$ cat config.mk
export PLATFORM = sky130hd
export DESIGN_NAME = mem_wb_reg
export DESIGN_NICKNAME = d
export VERILOG_FILES = /design/src/rtl/mem_wb_reg.sv
export SDC_FILE = /design/constraint.sdc
export NUM_CORES = 1
export LEC_CHECK = 0
export CAP_MARGIN = 0
export CORE_UTILIZATION = 42
export DETAILED_ROUTE_END_ITERATION = 8
export GPL_TIMING_DRIVEN = 0
export HOLD_SLACK_MARGIN = 0.03
export PLACE_DENSITY = 0.83
export SETUP_SLACK_MARGIN = 0.4
export SYNTH_ARGS = -nofsm -noshare
export SYNTH_HDL_FRONTEND = slang
export SYNTH_SLANG_ARGS = --single-unit
$ cat constraint.sdc
create_clock -name clk -period 2 [get_ports clk]
set_input_delay 0.4 -clock clk [delete_from_list [all_inputs] [get_ports clk]]
set_output_delay 0.4 -clock clk [all_outputs]
set_load 0.02 [all_outputs]
$ cat src/rtl/mem_wb_reg.sv
// MEM/WB pipeline register with a two-state wait sequencer for multi-cycle data-memory accesses.
// Holds the pending instruction across a miss and keeps sticky halt/error flags and a stall counter.
module mem_wb_reg #(
    parameter int unsigned CNT_W = 16
) (
    input  logic             clk,
    input  logic             rst,
    input  logic             validIn,
    input  logic             memRead,
    input  logic             memWrite,
    input  logic [15:0]      aluOut,
    input  logic [15:0]      memoryOut,
    input  logic             Done,
    input  logic             Stall,
    input  logic             memErr,
    input  logic [2:0]       wbRegIn,
    input  logic             regWriteIn,
    input  logic             memToRegIn,
    input  logic             haltIn,
    output logic             pipeStall,
    output logic             validOut,
    output logic [15:0]      wbData,
    output logic [2:0]       wbReg,
    output logic             regWrite,
    output logic             halt,
    output logic             err,
    output logic [CNT_W-1:0] stallCount
);

    typedef enum logic [0:0] {
        StIdle,
        StWait
    } state_e;

    localparam logic [CNT_W-1:0] CntOne = CNT_W'(1);
    localparam logic [CNT_W-1:0] CntMax = '1;

    state_e           state_q, state_d;
    logic             valid_q, valid_d;
    logic             regwrite_q, regwrite_d;
    logic [15:0]      wb_data_q, wb_data_d;
    logic [2:0]       wb_reg_q, wb_reg_d;
    logic             halt_q, halt_d;
    logic             err_q, err_d;
    logic [CNT_W-1:0] cnt_q, cnt_d;

    // Holding registers for the instruction parked in the wait state
    logic [15:0]      hold_alu_q, hold_alu_d;
    logic [2:0]       hold_reg_q, hold_reg_d;
    logic             hold_rw_q, hold_rw_d;
    logic             hold_m2r_q, hold_m2r_d;
    logic             hold_halt_q, hold_halt_d;

    logic             in_idle;
    logic             acc;
    logic             cap_in;
    logic             cap_hold;
    logic             capture;
    logic             miss_start;
    logic [15:0]      sel_alu;
    logic [2:0]       sel_reg;
    logic             sel_rw;
    logic             sel_m2r;
    logic             sel_halt;
    logic             unused_stall;

    // Busy is informational; sequencing relies on Done alone
    assign unused_stall = Stall;

    always_comb begin
        in_idle    = (state_q == StIdle);
        acc        = validIn & (memRead | memWrite) & ~halt_q;
        miss_start = in_idle & acc & ~Done;
        // Hit or ALU-path instruction completes straight from the inputs
        cap_in     = in_idle & validIn & ~halt_q & (~acc | Done);
        cap_hold   = ~in_idle & Done;
        capture    = cap_in | cap_hold;
    end

    always_comb begin
        if (in_idle) begin
            sel_alu  = aluOut;
            sel_reg  = wbRegIn;
            sel_rw   = regWriteIn;
            sel_m2r  = memToRegIn;
            sel_halt = haltIn;
        end else begin
            sel_alu  = hold_alu_q;
            sel_reg  = hold_reg_q;
            sel_rw   = hold_rw_q;
            sel_m2r  = hold_m2r_q;
            sel_halt = hold_halt_q;
        end
    end

    always_comb begin
        state_d     = state_q;
        valid_d     = capture;
        regwrite_d  = capture & sel_rw;
        wb_data_d   = wb_data_q;
        wb_reg_d    = wb_reg_q;
        halt_d      = halt_q | (capture & sel_halt);
        err_d       = err_q | (memErr & ((in_idle & acc) | ~in_idle));
        cnt_d       = cnt_q;
        hold_alu_d  = hold_alu_q;
        hold_reg_d  = hold_reg_q;
        hold_rw_d   = hold_rw_q;
        hold_m2r_d  = hold_m2r_q;
        hold_halt_d = hold_halt_q;

        if (capture) begin
            wb_data_d = sel_m2r ? memoryOut : sel_alu;
            wb_reg_d  = sel_reg;
        end

        if (miss_start) begin
            state_d     = StWait;
            hold_alu_d  = aluOut;
            hold_reg_d  = wbRegIn;
            hold_rw_d   = regWriteIn;
            hold_m2r_d  = memToRegIn;
            hold_halt_d = haltIn;
        end

        if (!in_idle) begin
            if (cnt_q != CntMax) begin
                cnt_d = cnt_q + CntOne;
            end
            if (Done) begin
                state_d = StIdle;
            end
        end
    end

    always_ff @(posedge clk or posedge rst) begin
        if (rst) begin
            state_q     <= StIdle;
            valid_q     <= 1'b0;
            regwrite_q  <= 1'b0;
            wb_data_q   <= '0;
            wb_reg_q    <= '0;
            halt_q      <= 1'b0;
            err_q       <= 1'b0;
            cnt_q       <= '0;
            hold_alu_q  <= '0;
            hold_reg_q  <= '0;
            hold_rw_q   <= 1'b0;
            hold_m2r_q  <= 1'b0;
            hold_halt_q <= 1'b0;
        end else begin
            state_q     <= state_d;
            valid_q     <= valid_d;
            regwrite_q  <= regwrite_d;
            wb_data_q   <= wb_data_d;
            wb_reg_q    <= wb_reg_d;
            halt_q      <= halt_d;
            err_q       <= err_d;
            cnt_q       <= cnt_d;
            hold_alu_q  <= hold_alu_d;
            hold_reg_q  <= hold_reg_d;
            hold_rw_q   <= hold_rw_d;
            hold_m2r_q  <= hold_m2r_d;
            hold_halt_q <= hold_halt_d;
        end
    end

    always_comb begin
        pipeStall  = ~rst & (miss_start | (~in_idle & ~Done));
        validOut   = valid_q;
        regWrite   = regwrite_q;
        wbData     = wb_data_q;
        wbReg      = wb_reg_q;
        halt       = halt_q;
        err        = err_q;
        stallCount = cnt_q;
    end

endmodule

-- Yosys cells after proc, flatten, opt, wreduce, memory -nomap -nowiden
Index checks and enable logic that the tools add are counted.
- div/mod/pow operators: 0
- shift operators: 0
- eq/ne operators: 1
- order comparisons: 0
- muxes and demuxes: 9
- multiply operators: 0
- bitwise logic cells: 25
- reductions and logical operators: 1
- add/subtract/negate cells: 1
- operators by type and width (operator ; number):
    16-bit two-way mux ; 2
    16-bit by 1-bit adder with 16-bit output (second input constant) ; 1
    16-bit inequality test (second input constant) ; 1
    1-bit bitwise AND ; 13
    1-bit bitwise OR ; 7
    1-bit two-way mux ; 6
    1-bit inverter ; 5
    3-bit two-way mux ; 1
    2-bit AND reduction ; 1
- register bits: 62
- input port bits: 46
- output and inout port bits: 40
- RAM bits: 0
- logic and storage cells: 50
- latch bits: 0
- memory bits (read-only): 0
- memories: 0

-- Depth between registers and ports, before layout
- depth in word-level cells: 9
- gate-level depth with buffers: 7

-- Worst setup path after synthesis
Ideal clock, no wire load.
- path kind: register -> register
- from: reg cnt_q[0], in the netlist stallCount[0]
- to: reg cnt_q[1], in the netlist stallCount[1]
- clock period less this slack: 1686 ps
- cell stages (with the launch flop): 6
- setup slack: 314 ps
- setup time: 128 ps
- data required time: 1872 ps
- data arrival time: 1559 ps
- cells stage by stage: dfrtp_1 ha_1 and3_4 nand4_4 o21ai_2 mux2_1
- cells in the longest elaborated chain, start to end: 2
- elaborated cells between the ends (all ways): 3
- those cells by class: 1 x add/sub; 1 x eq/ne; 1 x reduce/logical
- ends and longest elaborated chain (element ; RTL line ; text):
    start, declared ; 45 ; logic [CNT_W-1:0] cnt_q, cnt_d;
    start signal, assigned ; 158 ; cnt_q <= cnt_d;
    branches (longest 2 deep; another with 16-bit by 1-bit adder with 16-bit output) ; - ;
Several ways; the timed one is not identified.
A chain may end at the register's enable or synchronous reset.

-- Worst setup path in the final report
- from: in memWrite
- to: out pipeStall
- cells in the longest elaborated chain, start to end: 7
- ends and longest elaborated chain (element ; RTL line ; text):
    start, declared ; 10 ; input logic memWrite,
    1-bit bitwise OR ; 72 ; acc = validIn & (memRead | memWrite) & ~halt_q;
    1-bit bitwise AND (2 in series) ; 72 ;
    1-bit bitwise AND (2 in series) ; 73 ; miss_start = in_idle & acc & ~Done;
    1-bit bitwise OR ; 168 ; pipeStall = ~rst & (miss_start | (~in_idle & ~Done));
    1-bit bitwise AND ; 168 ;
    end, declared ; 20 ; output logic pipeStall,
Every way passes these cells.

==> reports/qor.yml <==
outcome: "complete, no violations"
yosysSeqAreaShare: 0.508
combPwrFrac: 0.391
crit_end: "pipeStall"
clk_path_buf_depth: 2
dp.cells: 434
fmax_ghz: 0.611
ys_ff_latch: 62
hpwl_um: 4730
portBuffers: 84
drc: 0
via_count: 2313
hold_viol: 0
via_per_inst: 4.94
max_stage_delay_ns: 0.26
cts.clk_slew.worst_paths_ns: 0.06
final_nets: 416
startpoint: "memWrite"
fin_total_pwr_uw: 4950
post_dp_cell_area_mm2: 0.00402
cp.depth: 5
cts_max_level: 3
die_area_mm2: 0.00761
cpLargestDelayFamily: "buffers and inverters"
core-area_mm2: 0.00691
critPathBufInv: 2
antennaDiodeCount: 0
period_share: 0.818
multi_input_area_mm2: 0.00137
gp_congestion: 0.830
clkPwrFrac: 0.199
wl_um: 6840
num_rows: 30
dieWidth_um: 87.2
crit_type: "in -> out"
dr.pass1.iters: 4
synth.area.top_cells: "dfrtp_1 (51%), mux2i_1 (11%), mux2_2 (10%)"
seqPwrFrac: 0.411
cts_inserted_buffers: 9
skew_ns: 0.00500
r2r_end: "wbReg[0]"
yosysWarningCount: 0
clk_latency_ns: 0.33
pre_cts_ws_ns: -0.305
worstPathArrival_ns: 1.24
cp.required_ns: 1.60
drive_above_1_share: 0.272
hold_depth: 2
synthCells: 254
initial_core_util: 0.442
synth_top_cell_by_area: "dfrtp_1"
io_pins: 86
syn_nets: 301
cp-end-kind: "output pin"
wl_per_cell_um: 14.6
cts_tree: "yes"
max_slew_margin: 0.627
synth_area_per_cell_um2: 12.0
regArea_mm2: 0.00156
drt-initial-drc-count: 60
final_cells: 468
synth.distinct_cells: 43
tightestPinTransition_ns: 0.559
p_per_area_mw_per_mm2: 1130
cpMaxStageDelayCell: "or2_4"
fin_ws_ns: 0.363
maxCapViolCount: 0
rr_worst_depth: 7
grt_pass1_wl_um: 11100
crit_chain: "dlygate4sd2_1 > or2_4 > a21oi_4 > nor3_2 > buf_4"
grt_pass1_vias: 2295
design_area_mm2: 0.00440
synthToLayoutAreaGrowth_pct: 44.2
fillCellCount: 576
antenna_found_initial: 0
die_y_um: 87.2
reg2reg_slack_ns: 0.38
hold_buffers: 0
r2r-start: "halt"
clock-root-buffer: "clkbuf_8"
switchingPower_uw: 1660
clock-sinks: 62
synth_area_mm2: 0.00305
worstSetupStartpointType: "primary input"
crit_fanout: 2
grt_usage: 0.195
rsz0062_at_grt: "true"
ir_worst_vdd_uv: 599
p_sw_frac: 0.335
setup_viol: 0
period_needed_ns: 1.64
leakagePower_uw: 0.00198
slew_viol_final: 0
synth_top_area_frac: 0.508
ant_nets: 0
overflow: 0
min-delay-path-class: "in -> reg"
grt_max_degree: 63
p_int_uw: 3290
## layout by cell type (no fill, tap or decap), types with 3 or more instances in the layout
master / count
buf_6: 6
inv_1: 17
dfrtp_1: 59
clkdlybuf4s50_1: 40
xnor2_1: 9
nand4_1: 3
clkbuf_2: 3
nand3_1: 8
nor2_1: 6
buf_12: 5
o21ai_0: 15
mux2_2: 28
dlygate4sd2_1: 38
dfrtp_2: 3
a21oi_1: 7
mux2i_1: 32
buf_4: 17
nand2_1: 22
clkbuf_8: 12
## power by group through the flow
stage	sequential (uW)	combinational (uW)	clock, uW
after CTS	2020	1890	1010
after global placement	2020	1800	0
final	2030	1930	984
after detailed placement	2060	1860	0
after floorplan	2310	784	0
after global routing	2090	2090	1060
## cell families after synthesis
logic type                 synth area share
xor gates and xnor gates             0.0287
AOI/OAI and AO/OA                    0.0701
and+or+nand+nor                       0.109
buffers and inverters                0.0545
adders and majority gates           0.00410
DFF                                   0.508
muxes                                 0.225
## registers in the layout (all words and copies together), names as in the netlist
| signal | flops |
|---|---|
| hold_alu_q | 16 |
| stallCount | 16 |
| wbData | 16 |
| hold_reg_q | 3 |
| wbReg | 3 |
| err | 1 |
| halt | 1 |
| hold_halt_q | 1 |
| hold_m2r_q | 1 |
| hold_rw_q | 1 |
| regWrite | 1 |
| state_q | 1 |
| validOut | 1 |
## worst register-to-register path, stage by stage, from the launching register on
cell and delay [ns]:
dfrtp_1 0.41, nor2b_4 0.15, a21oi_4 0.08, buf_6 0.11, buf_6 0.10, o22a_4 0.22, buf_12 0.15, mux2_4 0.28
## metal layers
metal / GRT usage / up-vias / routed length [um]
li1: - / 1112 / -
met1: 0.242 / 1124 / 3010
met2: 0.328 / 67 / 3370
met3: 0.0398 / 10 / 333
met4: 0.0864 / 0 / 116
met5: 0 / - / 0
## synth_stat cells, drive strengths merged
cell,count
nor4,1
xor2,1
nor3,3
dfrtp,62
clkbuf,1
nand3,9
o22a,1
a21o,1
or2,2
nor2,7
mux2,30
ha,1
o21bai,1
and3,4
nand4,5
mux2i,34
buf,10
o21ai,17
a311oi,1
a31oi,1
a21oi,8
nand2,22
nor2b,3
and4,1
a41oi,1
inv,18
xnor2,9
## cell type report
| type | count | area share |
|---|---|---|
| sequential | 62 | 0.353 |
| multi-input combinational | 163 | 0.311 |
| timing repair buffer | 104 | 0.224 |
| clock buffer | 13 | 0.0384 |
| buffer | 11 | 0.0287 |
| tap | 96 | 0.0273 |
| inverter | 18 | 0.0162 |
| clock inverter | 1 | 0.00114 |
## metrics by stage
| step | setup TNS (ns) | hold slack (ns) | utilization |
|---|---|---|---|
| after floorplan | 0 | 0.466 | - |
| after CTS | 0 | 0.473 | 0.623 |
| after global routing | 0 | 0.376 | 0.637 |
| after global placement | -0.340 | 0.461 | 0.582 |
| after detailed placement | -0.560 | 0.463 | 0.582 |
| final | 0 | 0.382 | 0.637 |
## how the worst min path moves through the flow
stage | start | to
global placement | err | err
global route | Done | state_q
finish | Done | state_q
detailed placement | err | err
floorplan | Done | state_q
CTS | err | err
## timing repair
| action | 4_1_cts | 5_1_grt |
|---|---|---|
| buffers inserted | 16 | 3 |
| gates resized for setup | 51 | 29 |
| pin swaps | 4 | 3 |
| endpoints found under the setup margin | 65 | 48 |
No activity file was read; power rests on OpenSTA's default activity.
